--- src/rtl/ps2_host_tx.sv ---
// ps2_host_tx -- host-to-device PS/2 transmitter.
//
// Sends one command byte per tx_valid/tx_ready handshake to a PS/2 device. The
// sequence is: inhibit the clock, request-to-send (pull data low), release the
// clock, then shift start/data/parity/stop on the device's falling clock edges.
// Finally the device acknowledge is sampled on the 11th edge.
// The pins are open-drain: an *_oe output of 1 pulls the line low.
//
// Ports:
//   clk, clrn              system clock, asynchronous active-low reset
//   tx_data, tx_valid      command byte and send request (sampled on accept)
//   tx_ready               high only while idle; accept = tx_valid & tx_ready
//   ps2_clk_in/data_in     raw pin levels (synchronized here)
//   ps2_clk_oe/data_oe     1 = pull the line low, 0 = release
//   done, ack_err          completion pulse; ack_err valid with done
//   timeout                abort pulse (no done for that transfer)
module ps2_host_tx #(
    parameter int INHIBIT_CYCLES = 5000,
    parameter int TIMEOUT_CYCLES = 750000
) (
    input  logic       clk,
    input  logic       clrn,
    input  logic [7:0] tx_data,
    input  logic       tx_valid,
    output logic       tx_ready,
    input  logic       ps2_clk_in,
    input  logic       ps2_data_in,
    output logic       ps2_clk_oe,
    output logic       ps2_data_oe,
    output logic       done,
    output logic       ack_err,
    output logic       timeout
);

    // One shared counter times inhibit, RTS and the transfer timeout.
    localparam int CNT_MAX = (TIMEOUT_CYCLES > INHIBIT_CYCLES)
                           ? ((TIMEOUT_CYCLES > 16) ? TIMEOUT_CYCLES : 16)
                           : ((INHIBIT_CYCLES > 16) ? INHIBIT_CYCLES : 16);
    localparam int CW = $clog2(CNT_MAX + 1);

    localparam logic [CW-1:0] INH_LAST = CW'(INHIBIT_CYCLES - 1);
    localparam logic [CW-1:0] RTS_LAST = CW'(15);
    localparam logic [CW-1:0] TO_LAST  = CW'(TIMEOUT_CYCLES - 1);

    typedef enum logic [2:0] {
        IDLE,
        INHIBIT,
        RTS,
        SEND,
        WAIT_IDLE
    } state_t;

    state_t          state;
    logic [CW-1:0]   cnt;
    logic [3:0]      n;
    logic [7:0]      data_q;
    logic            ack_pend;
    logic [2:0]      cs;
    logic [2:0]      ds;
    logic            clk_fall;

    assign clk_fall = cs[2] & ~cs[1];

    // Only ds[1] is used as the data sample; the third data flop mirrors the
    // clock path so both pins see identical synchronizer depth.
    logic unused_ds2;
    assign unused_ds2 = ds[2];

    always_ff @(posedge clk or negedge clrn) begin
        if (!clrn) begin
            state       <= IDLE;
            cnt         <= '0;
            n           <= '0;
            data_q      <= '0;
            ack_pend    <= 1'b0;
            cs          <= 3'b111;   // idle bus reads high; avoids a false edge
            ds          <= 3'b111;
            tx_ready    <= 1'b1;
            ps2_clk_oe  <= 1'b0;
            ps2_data_oe <= 1'b0;
            done        <= 1'b0;
            ack_err     <= 1'b0;
            timeout     <= 1'b0;
        end else begin
            cs      <= {cs[1:0], ps2_clk_in};
            ds      <= {ds[1:0], ps2_data_in};
            done    <= 1'b0;
            ack_err <= 1'b0;
            timeout <= 1'b0;

            case (state)
                IDLE: begin
                    ps2_clk_oe  <= 1'b0;
                    ps2_data_oe <= 1'b0;
                    if (tx_valid && tx_ready) begin
                        data_q     <= tx_data;
                        cnt        <= '0;
                        tx_ready   <= 1'b0;
                        ps2_clk_oe <= 1'b1;
                        state      <= INHIBIT;
                    end else begin
                        // First IDLE cycle after done/timeout keeps ready low.
                        tx_ready <= 1'b1;
                    end
                end

                // Edges seen here and in RTS come from our own clock pull-down.
                INHIBIT: begin
                    if (cnt == INH_LAST) begin
                        cnt         <= '0;
                        ps2_data_oe <= 1'b1;
                        state       <= RTS;
                    end else begin
                        cnt <= cnt + CW'(1);
                    end
                end

                RTS: begin
                    if (cnt == RTS_LAST) begin
                        cnt        <= '0;
                        n          <= '0;
                        ps2_clk_oe <= 1'b0;   // data stays low: start bit
                        state      <= SEND;
                    end else begin
                        cnt <= cnt + CW'(1);
                    end
                end

                SEND: begin
                    // Timeout is checked first so it wins over a final edge.
                    if (cnt == TO_LAST) begin
                        ps2_clk_oe  <= 1'b0;
                        ps2_data_oe <= 1'b0;
                        timeout     <= 1'b1;
                        state       <= IDLE;
                    end else begin
                        cnt <= cnt + CW'(1);
                        if (clk_fall) begin
                            n <= n + 4'd1;
                            if (n < 4'd8) begin
                                ps2_data_oe <= ~data_q[n[2:0]];
                            end else if (n == 4'd8) begin
                                ps2_data_oe <= ^data_q;   // ~(odd parity bit)
                            end else if (n == 4'd9) begin
                                ps2_data_oe <= 1'b0;      // stop bit
                            end else begin
                                ps2_data_oe <= 1'b0;
                                ack_pend    <= ds[1];     // high = no ack
                                state       <= WAIT_IDLE;
                            end
                        end
                    end
                end

                WAIT_IDLE: begin
                    ps2_clk_oe  <= 1'b0;
                    ps2_data_oe <= 1'b0;
                    if (cnt == TO_LAST) begin
                        timeout <= 1'b1;
                        state   <= IDLE;
                    end else begin
                        cnt <= cnt + CW'(1);
                        if (cs[1] && ds[1]) begin
                            done    <= 1'b1;
                            ack_err <= ack_pend;
                            state   <= IDLE;
                        end
                    end
                end

                default: state <= IDLE;
            endcase
        end
    end

endmodule
--- config.mk ---
export PLATFORM = sky130hd
export DESIGN_NAME = ps2_host_tx
export DESIGN_NICKNAME = d
export VERILOG_FILES = /design/src/rtl/ps2_host_tx.sv
export SDC_FILE = /design/constraint.sdc
export NUM_CORES = 1
export LEC_CHECK = 0
export ABC_AREA = 1
export CORE_AREA = 2 2 75 77
export CTS_CLUSTER_SIZE = 12
export DETAILED_ROUTE_END_ITERATION = 16
export DIE_AREA = 0 0 77 79
export PLACE_DENSITY = 0.89
export SLEW_MARGIN = 20
export SYNTH_ARGS = -nofsm -noshare
export SYNTH_HDL_FRONTEND = slang
export SYNTH_SLANG_ARGS = --single-unit
--- constraint.sdc ---
create_clock -name clk -period 2.05 [get_ports clk]
set_input_delay 0.5125 -clock clk [delete_from_list [all_inputs] [get_ports clk]]
set_output_delay 0.5125 -clock clk [all_outputs]
set_load 0.02 [all_outputs]
==> PnR_summary.wiki, run 1 <==
{| class="wikitable"
! Metric !! Value
|-
| Net Sw Power || 1810 uW
|-
| Int Power || 2170 uW
|-
| Number of antenna diodes || 0
|-
| # hold bufs at CTS || 0
|-
| Average size of a mapped cell || 6.85 um^2
|-
| Peak fanout along the critical path || 3
|-
| Number of endpoints with negative hold slack in the final report || 0
|-
| Number of global-route vias before repair || 2,836
|-
| Sum of routed wire length over all layers || 7460 um
|-
| Final setup skew || 0.0126 ns
|-
| Netlist area before placement || 3050 um^2
|-
| Total Neg Setup Slack || 0 ns
|-
| Status || finished, final reports clean
|-
| Yosys cell types || 39
|-
| Bufs on Longest Clock Path || 2
|-
| WL per Instance || 13.7 um
|-
| Worst slew margin relative to its limit || 0.601
|-
| Total leakage power || 0.00171 uW
|-
| Reg-to-reg slack, setup || 0.15 ns
|-
| Storage cell area || 1180 um^2
|-
| Setup ws final || 0.0949 ns
|-
| Final weighted congestion of routability-driven global placement || 1.04
|-
| Number of synthesis warnings || 0
|-
| Worst Setup Slack post-DPL || 0.103 ns
|-
| Signed area change from the synthesized netlist to the final layout || 13.2%
|-
| Clock transition at the register clock pins on the worst setup and hold paths after CTS || 0.10 ns
|-
| Slew @ Worst Pin || 0.598 ns
|-
| CTS tree || done
|-
| Total vias in the final route || 2,998
|-
| Path type of the worst setup path || reg -> out
|-
| Number of non-filler instances in the completed layout || 543
|-
| Gate count after technology mapping || 445
|-
| Worst ir drop on vdd || 0.729 mV
|-
| Max-slew violation count || 0
|-
| Series of cell instances along the critical path || clkdlybuf4s50_1
|-
| Die height || 79 um
|-
| Ports placed on the boundary || 19
|-
| Count of placed standard cells including taps || 535
|-
| Setup crit start kind || flip-flop
|-
| Logic depth of the worst register-to-register path || 12
|-
| Vias per cell || 5.52
|-
| Count of antenna-violating nets left after detailed routing || 0
|-
| CTS Sinks || 47
|-
| Htree depth || 2
|-
| Number of placement rows || 27
|-
| Area occupied by multi-input gates || 1550 um^2
|-
| Arrival time of data at the critical path endpoint || 1.44 ns
|-
| Number of setup buffers added after CTS || 0
|-
| Type of the worst min-delay path || in -> async
|-
| Crit Reg-Reg Endpoint || state[1]$_DFFE_PN0P_
|-
| Sequential fraction of design power || 0.350
|-
| Share of post-route cells with drive strength above 1 || 0.0955
|-
| Crit path depth || 1
|-
| DP Wirelength || 5560 um
|-
| Clk pwr share || 0.174
|-
| Max capacitance violation total || 0
|-
| Crit path capture type || primary output
|-
| Area of the die || 6080 um^2
|-
| Top Family by Delay on Critical Path || buffers and inverters
|-
| Switching Fraction || 0.454
|-
| Initial core utilization || 0.571
|-
| Number of failing setup endpoints in the final timing report || 0
|-
| Share of total power in combinational logic || 0.477
|-
| Sequential area share after synthesis || 0.388
|-
| Filler Cell Count || 467
|-
| Critical register-to-register path startpoint || cnt[0]$_DFFE_PN0P_
|-
| Total nets after synthesis || 462
|-
| Setup repair after global routing missed its margin || false
|-
| Final global-route overflow total || 0
|-
| Worst path bufs/invs || 1
|-
| Initial antenna violation count || 0
|-
| Flip-flop and latch count after synthesis || 47
|-
| Master cell of the clock root buffer || clkbuf_8
|-
| Final Net Count || 487
|-
| Total track usage || 0.264
|-
| Max incr delay on CP || 0.60 ns
|-
| Pwr per Cell Area || 1150 nW/um^2
|-
| Global-route wire length before repair || 12,800 um
|-
| Number of iterations in the first detailed-routing pass || 6
|-
| Count of port buffers added during placement || 18
|-
| Req. time, crit path || 1.54 ns
|-
| Cts bufs inserted || 5
|-
| Worst Setup SP || tx_ready$_DFFE_PN1P_
|-
| Clock latency on the worst-skew pair || 0.30 ns
|-
| Peak clock frequency supported by timing || 511 MHz
|-
| Core Region || 5340 um^2
|-
| CP max stage cell || clkdlybuf4s50_1
|-
| Final critical-path required period || 1.96 ns
|-
| Detailed-route DRC error count || 0
|-
| Die Span X || 77 um
|-
| Number of DRC markers after the initial detailed-route iteration || 274
|-
| Maximum number of pins on one net before global-route repair || 27
|-
| Portion of the clock cycle consumed by the worst path in the final layout || 0.954
|}
[timing repair]
| item | CTS | global route |
|---|---|---|
| setup endpoints to repair | 0 | 5 |
| gates resized for setup | 0 | 2 |
| endpoints found under the hold margin | 0 | 0 |
[flip-flops by register name, summed over array words and instances, names as in the netlist]
name and count:
n 4, timeout 1, state 3, tx_ready 1, done 1, ack_err 1
cnt 20, data_q 8, cs 3, ds 2, ps2_clk_oe 1, ps2_data_oe 1
ack_pend 1
[cells in the mapped netlist, drive strengths merged]
cell type / n / area [um^2]
o31ai: 1 / 7.51
a31oi: 1 / 6.26
dfrtp: 41 / 1030
nor2: 55 / 224
nand3b: 2 / 15.0
nand3: 45 / 235
o311ai: 3 / 26.3
o211ai: 2 / 15.0
buf: 7 / 56.3
a21boi: 1 / 7.51
inv: 64 / 243
o22ai: 2 / 12.5
a211oi: 1 / 7.51
nor3b: 1 / 7.51
dfstp: 6 / 158
xor2: 6 / 52.6
o21ai: 35 / 179
nand2: 141 / 542
nor3: 6 / 40.0
nand4: 7 / 43.8
mux2: 1 / 11.3
clkbuf: 2 / 17.5
ha: 4 / 50.1
o21bai: 1 / 7.51
xnor2: 1 / 8.76
a21oi: 9 / 48.8
[cell families (layout without fill, tap and decap cells)]
| kind of cell | after synthesis | after routing | synth area share |
|---|---|---|---|
| buffers and inverters | 73 | 99 | 0.104 |
| flip-flops | 47 | 47 | 0.388 |
| AO/OA/AOI/OAI | 56 | 56 | 0.104 |
| adder cells (fa/ha/maj) | 4 | 4 | 0.0164 |
| AND/OR/NAND/NOR | 257 | 257 | 0.363 |
| XOR/XNOR | 7 | 7 | 0.0201 |
| multiplexers | 1 | 1 | 0.00369 |
[power groups by stage]
stage / Clock, uW / Combinational, uW / Sequential, uW
final: 690 / 1900 / 1390
after global routing: 741 / 2150 / 1420
after CTS: 700 / 1870 / 1380
after detailed placement: 0 / 1840 / 1390
after global placement: 0 / 1780 / 1380
after floorplan: 0 / 1370 / 1370
[area by class of cell]
cell class,instances,share of cell area
Clock buffer,5,0.0199
Timing Repair Buffer,27,0.0776
Multi-Input combinational cell,325,0.450
Sequential cell,47,0.343
Clock inverter,3,0.0127
Inverter,64,0.0704
Tap cell,72,0.0261
[placed cells by master (no fill, tap or decap), types with 2 or more instances in the layout]
cell               n
dfrtp_1           41
o211ai_1           2
nand3_1           43
buf_4              7
buf_12             2
o21ai_0           28
o311ai_0           3
nor3_1             4
nand2_2            2
clkdlybuf4s50_1   17
o22ai_1            2
ha_1               3
nand2_1          138
clkbuf_8           5
nand3_2            2
nand3b_1           2
nand4_1            7
nor2_2             8
nor3_2             2
nor2_1            47
inv_1             62
dfstp_2            6
o21ai_1            6
xor2_1             6
a21oi_1            8
[worst max path at each step]
| stage | slack (ns) | end |
|---|---|---|
| after floorplan | 0.33 | state[1]$_DFFE_PN0P_ |
| after global placement | 0.14 | cnt[13]$_DFFE_PN0P_ |
| after detailed placement | 0.10 | cnt[0]$_DFFE_PN0P_ |
| after CTS | 0.08 | tx_ready |
| after global routing | 0.003 | state[1]$_DFFE_PN0P_ |
| final | 0.09 | tx_ready |
[per-layer routing]
layer	global-route usage	up-vias	wire length, um
met4	0.0875	0	193
met5	0	-	0
li1	-	1471	-
met1	0.332	1373	3110
met2	0.475	130	3760
met3	0.0295	24	393
[stage by stage]
step / total power, uW / hold slack, ns / instance area [um^2] / utilization
floorplan: 2740 / 0.217 / 3050 / -
global placement: 3170 / 0.346 / 3330 / 0.624
detailed placement: 3240 / 0.347 / 3330 / 0.624
CTS: 3950 / 0.212 / 3440 / 0.645
global route: 4310 / 0.228 / 3450 / 0.646
finish: 3980 / 0.205 / 3450 / 0.646
Note: power is estimated with default switching activity, not from simulation.
==> run 2, diff against run 1 <==
Settings changed: RECOVER_POWER set to 25.
==> run 2 against run 1 <==
Cell area is essentially flat. Total power is essentially flat. Worst hold slack gained 0.16 ns. Critical path depth is the same. Die area is the same. Via count is essentially flat. Critical endpoint unchanged.
==> PnR_summary.wiki, run 2 (synthesized netlist as in run 1, its figures left out) <==
{| class="wikitable"
! Metric !! Value
|-
| Final Net Count || 487 (unchanged)
|-
| Logic depth of the worst register-to-register path || 12 (unchanged)
|-
| Count of antenna-violating nets left after detailed routing || 0 (unchanged)
|-
| Critical register-to-register path startpoint || cnt[0]$_DFFE_PN0P_
|-
| Peak fanout along the critical path || 3 (unchanged)
|-
| Initial antenna violation count || 0 (unchanged)
|-
| Bufs on Longest Clock Path || 2 (unchanged)
|-
| Master cell of the clock root buffer || clkbuf_8
|-
| Most common cell after layout, fill and taps aside || nand2_1
|-
| DP Wirelength || 5560 um (unchanged)
|-
| Number of DRC markers after the initial detailed-route iteration || 274 (unchanged)
|-
| Share of post-route cells with drive strength above 1 || 0.0913 (-0.00425)
|-
| Largest regs || cnt (20), data_q (8), n (4)
|-
| Total track usage || 0.264 (unchanged)
|-
| Top Family by Delay on Critical Path || buffers and inverters
|-
| Number of antenna diodes || 0 (unchanged)
|-
| Max incr delay on CP || 0.60 ns (about the same)
|-
| Sum of routed wire length over all layers || 7460 um (about the same)
|-
| Clock latency on the worst-skew pair || 0.30 ns (about the same)
|-
| Total Neg Setup Slack || 0 ns (unchanged)
|-
| Ports placed on the boundary || 19 (unchanged)
|-
| Worst ir drop on vdd || 0.729 mV (about the same)
|-
| Number of global-route vias before repair || 2,836 (unchanged)
|-
| Peak clock frequency supported by timing || 512 MHz (about the same)
|-
| Total leakage power || 0.00171 uW (-0.19%)
|-
| Final setup skew || 0.0127 ns (+0.0000816 ns)
|-
| Highest-count cells in the layout ignoring fill and taps || 138 x nand2_1, 62 x inv_1, 47 x nor2_1
|-
| Worst min-delay path startpoint || ds[0]$_DFF_PN1_
|-
| Final critical-path required period || 1.95 ns (-0.000832 ns)
|-
| Core Region || 5340 um^2 (unchanged)
|-
| Die height || 79 um (unchanged)
|-
| CTS tree || done
|-
| Cts bufs inserted || 5 (unchanged)
|-
| Reg-to-reg slack, setup || 0.15 ns (about the same)
|-
| Total vias in the final route || 3,000 (+0.067%)
|-
| Number of iterations in the first detailed-routing pass || 6 (unchanged)
|-
| Signed area change from the synthesized netlist to the final layout || 13.1% (about the same)
|-
| Type of the worst min-delay path || reg -> reg
|-
| Hold endpoint || ds[1]$_DFF_PN1_
|-
| Initial core utilization || 0.571 (unchanged)
|-
| Max reg flops || 20 (unchanged)
|-
| Number of failing setup endpoints in the final timing report || 0 (unchanged)
|-
| Cell area after layout || 3450 um^2 (about the same)
|-
| Setup crit start kind || flip-flop
|-
| Cell depth of the worst min-delay path || 0
|-
| Series of cell instances along the critical path || clkdlybuf4s50_1
|-
| Number of endpoints with negative hold slack in the final report || 0 (unchanged)
|-
| Count of placed standard cells including taps || 535 (unchanged)
|-
| Vias per cell || 5.52 (about the same)
|-
| WL per Instance || 13.7 um (about the same)
|-
| Area of the die || 6080 um^2 (unchanged)
|-
| Pwr per Cell Area || 1150 nW/um^2 (about the same)
|-
| Htree depth || 2 (unchanged)
|-
| Crit Reg-Reg Endpoint || state[1]$_DFFE_PN0P_
|-
| Final global-route overflow total || 0 (unchanged)
|-
| Cell Area, Placed || 3330 um^2 (unchanged)
|-
| CTS Sinks || 47 (unchanged)
|-
| Crit path capture type || primary output
|-
| Detailed-route DRC error count || 0 (unchanged)
|-
| Slew @ Worst Pin || 1.44 ns (+0.840 ns)
|-
| Max-slew violation count || 0 (unchanged)
|-
| Setup repair after global routing missed its margin || false
|-
| Count of port buffers added during placement || 18 (unchanged)
|-
| Final weighted congestion of routability-driven global placement || 1.04 (unchanged)
|-
| Path type of the worst setup path || reg -> out
|-
| Max capacitance violation total || 0 (unchanged)
|-
| Worst-case hold slack || 0.366 ns (+0.161 ns)
|-
| Largest register by flop count || cnt
|-
| CP max stage cell || clkdlybuf4s50_1
|-
| Status || finished, final reports clean
|-
| Number of placement rows || 27 (unchanged)
|-
| Global-route wire length before repair || 12,800 um (unchanged)
|-
| Number of non-filler instances in the completed layout || 543 (unchanged)
|-
| Die Span X || 77 um (unchanged)
|-
| Arrival time of data at the critical path endpoint || 1.44 ns (about the same)
|-
| Worst path bufs/invs || 1 (unchanged)
|-
| Clock transition at the register clock pins on the worst setup and hold paths after CTS || 0.09 ns (about the same)
|-
| Req. time, crit path || 1.54 ns (about the same)
|-
| Maximum number of pins on one net before global-route repair || 27 (unchanged)
|-
| Portion of the clock cycle consumed by the worst path in the final layout || 0.953 (about the same)
|-
| Worst slew margin relative to its limit || 0.0413 (-0.560)
|}
==> run 2: cell types whose count changed in the layout (fill, tap and decap cells not counted) <==
cell	previous run	this run
buf_2	1	0
clkbuf_1	0	1
dfstp_1	0	1
dfstp_2	6	5
==> run 2: worst max-delay path by stage <==
stage                         startpoint              endpoint  cells after the start  slack (ns)
floorplan               n[0]$_DFFE_PN0P_  state[1]$_DFFE_PN0P_                     11        0.33
finish              tx_ready$_DFFE_PN1P_              tx_ready                      1         0.1
detailed placement              tx_valid    cnt[0]$_DFFE_PN0P_                      9        0.10
CTS                 tx_ready$_DFFE_PN1P_              tx_ready                      1        0.08
global placement                tx_valid   cnt[13]$_DFFE_PN0P_                      9        0.14
global route          cnt[0]$_DFFE_PN0P_  state[1]$_DFFE_PN0P_                     12       0.003
==> run 2: timing repair <==
| item | CTS | global route |
|---|---|---|
| endpoints found under the setup margin | 0 | 5 |
| hold buffers | 0 | 0 |
| resized for setup | 0 | 2 |
| buffers inserted | 0 | 0 |
==> run 2: cell type report <==
cell class                      instances  area (um^2)
Clock buffer                            5         68.8
Clock inverter                          3         43.8
Fill cell                             467         1890
Inverter                               64          243
Multi-Input combinational cell        325         1550
Sequential cell                        47         1180
Tap cell                               72         90.1
Timing Repair Buffer                   27          267
==> run 2: per-layer routing <==
metal | wire (um) | part of all wire | track usage
met1 | 3090 | 0.41 | 0.332
met2 | 3760 | 0.50 | 0.475
met3 | 413 | 0.055 | 0.0295
met4 | 193 | 0.026 | 0.0875
met5 | 0 | 0 | 0
==> run 2: through the flow <==
step,power [uW],utilization,setup slack (ns)
floorplan,2740,-,0.328
global placement,3170,0.624,0.142
detailed placement,3240,0.624,0.103
CTS,3950,0.645,0.0837
global route,4310,0.646,0.00325
finish,3980,0.646,0.0957
==> run 2: power by group <==
| group | total (uW) | switching (uW) | internal, uW |
|---|---|---|---|
| registers | 1390 | 233 | 1160 |
| clock network | 689 | 325 | 363 |
| logic | 1900 | 1250 | 648 |
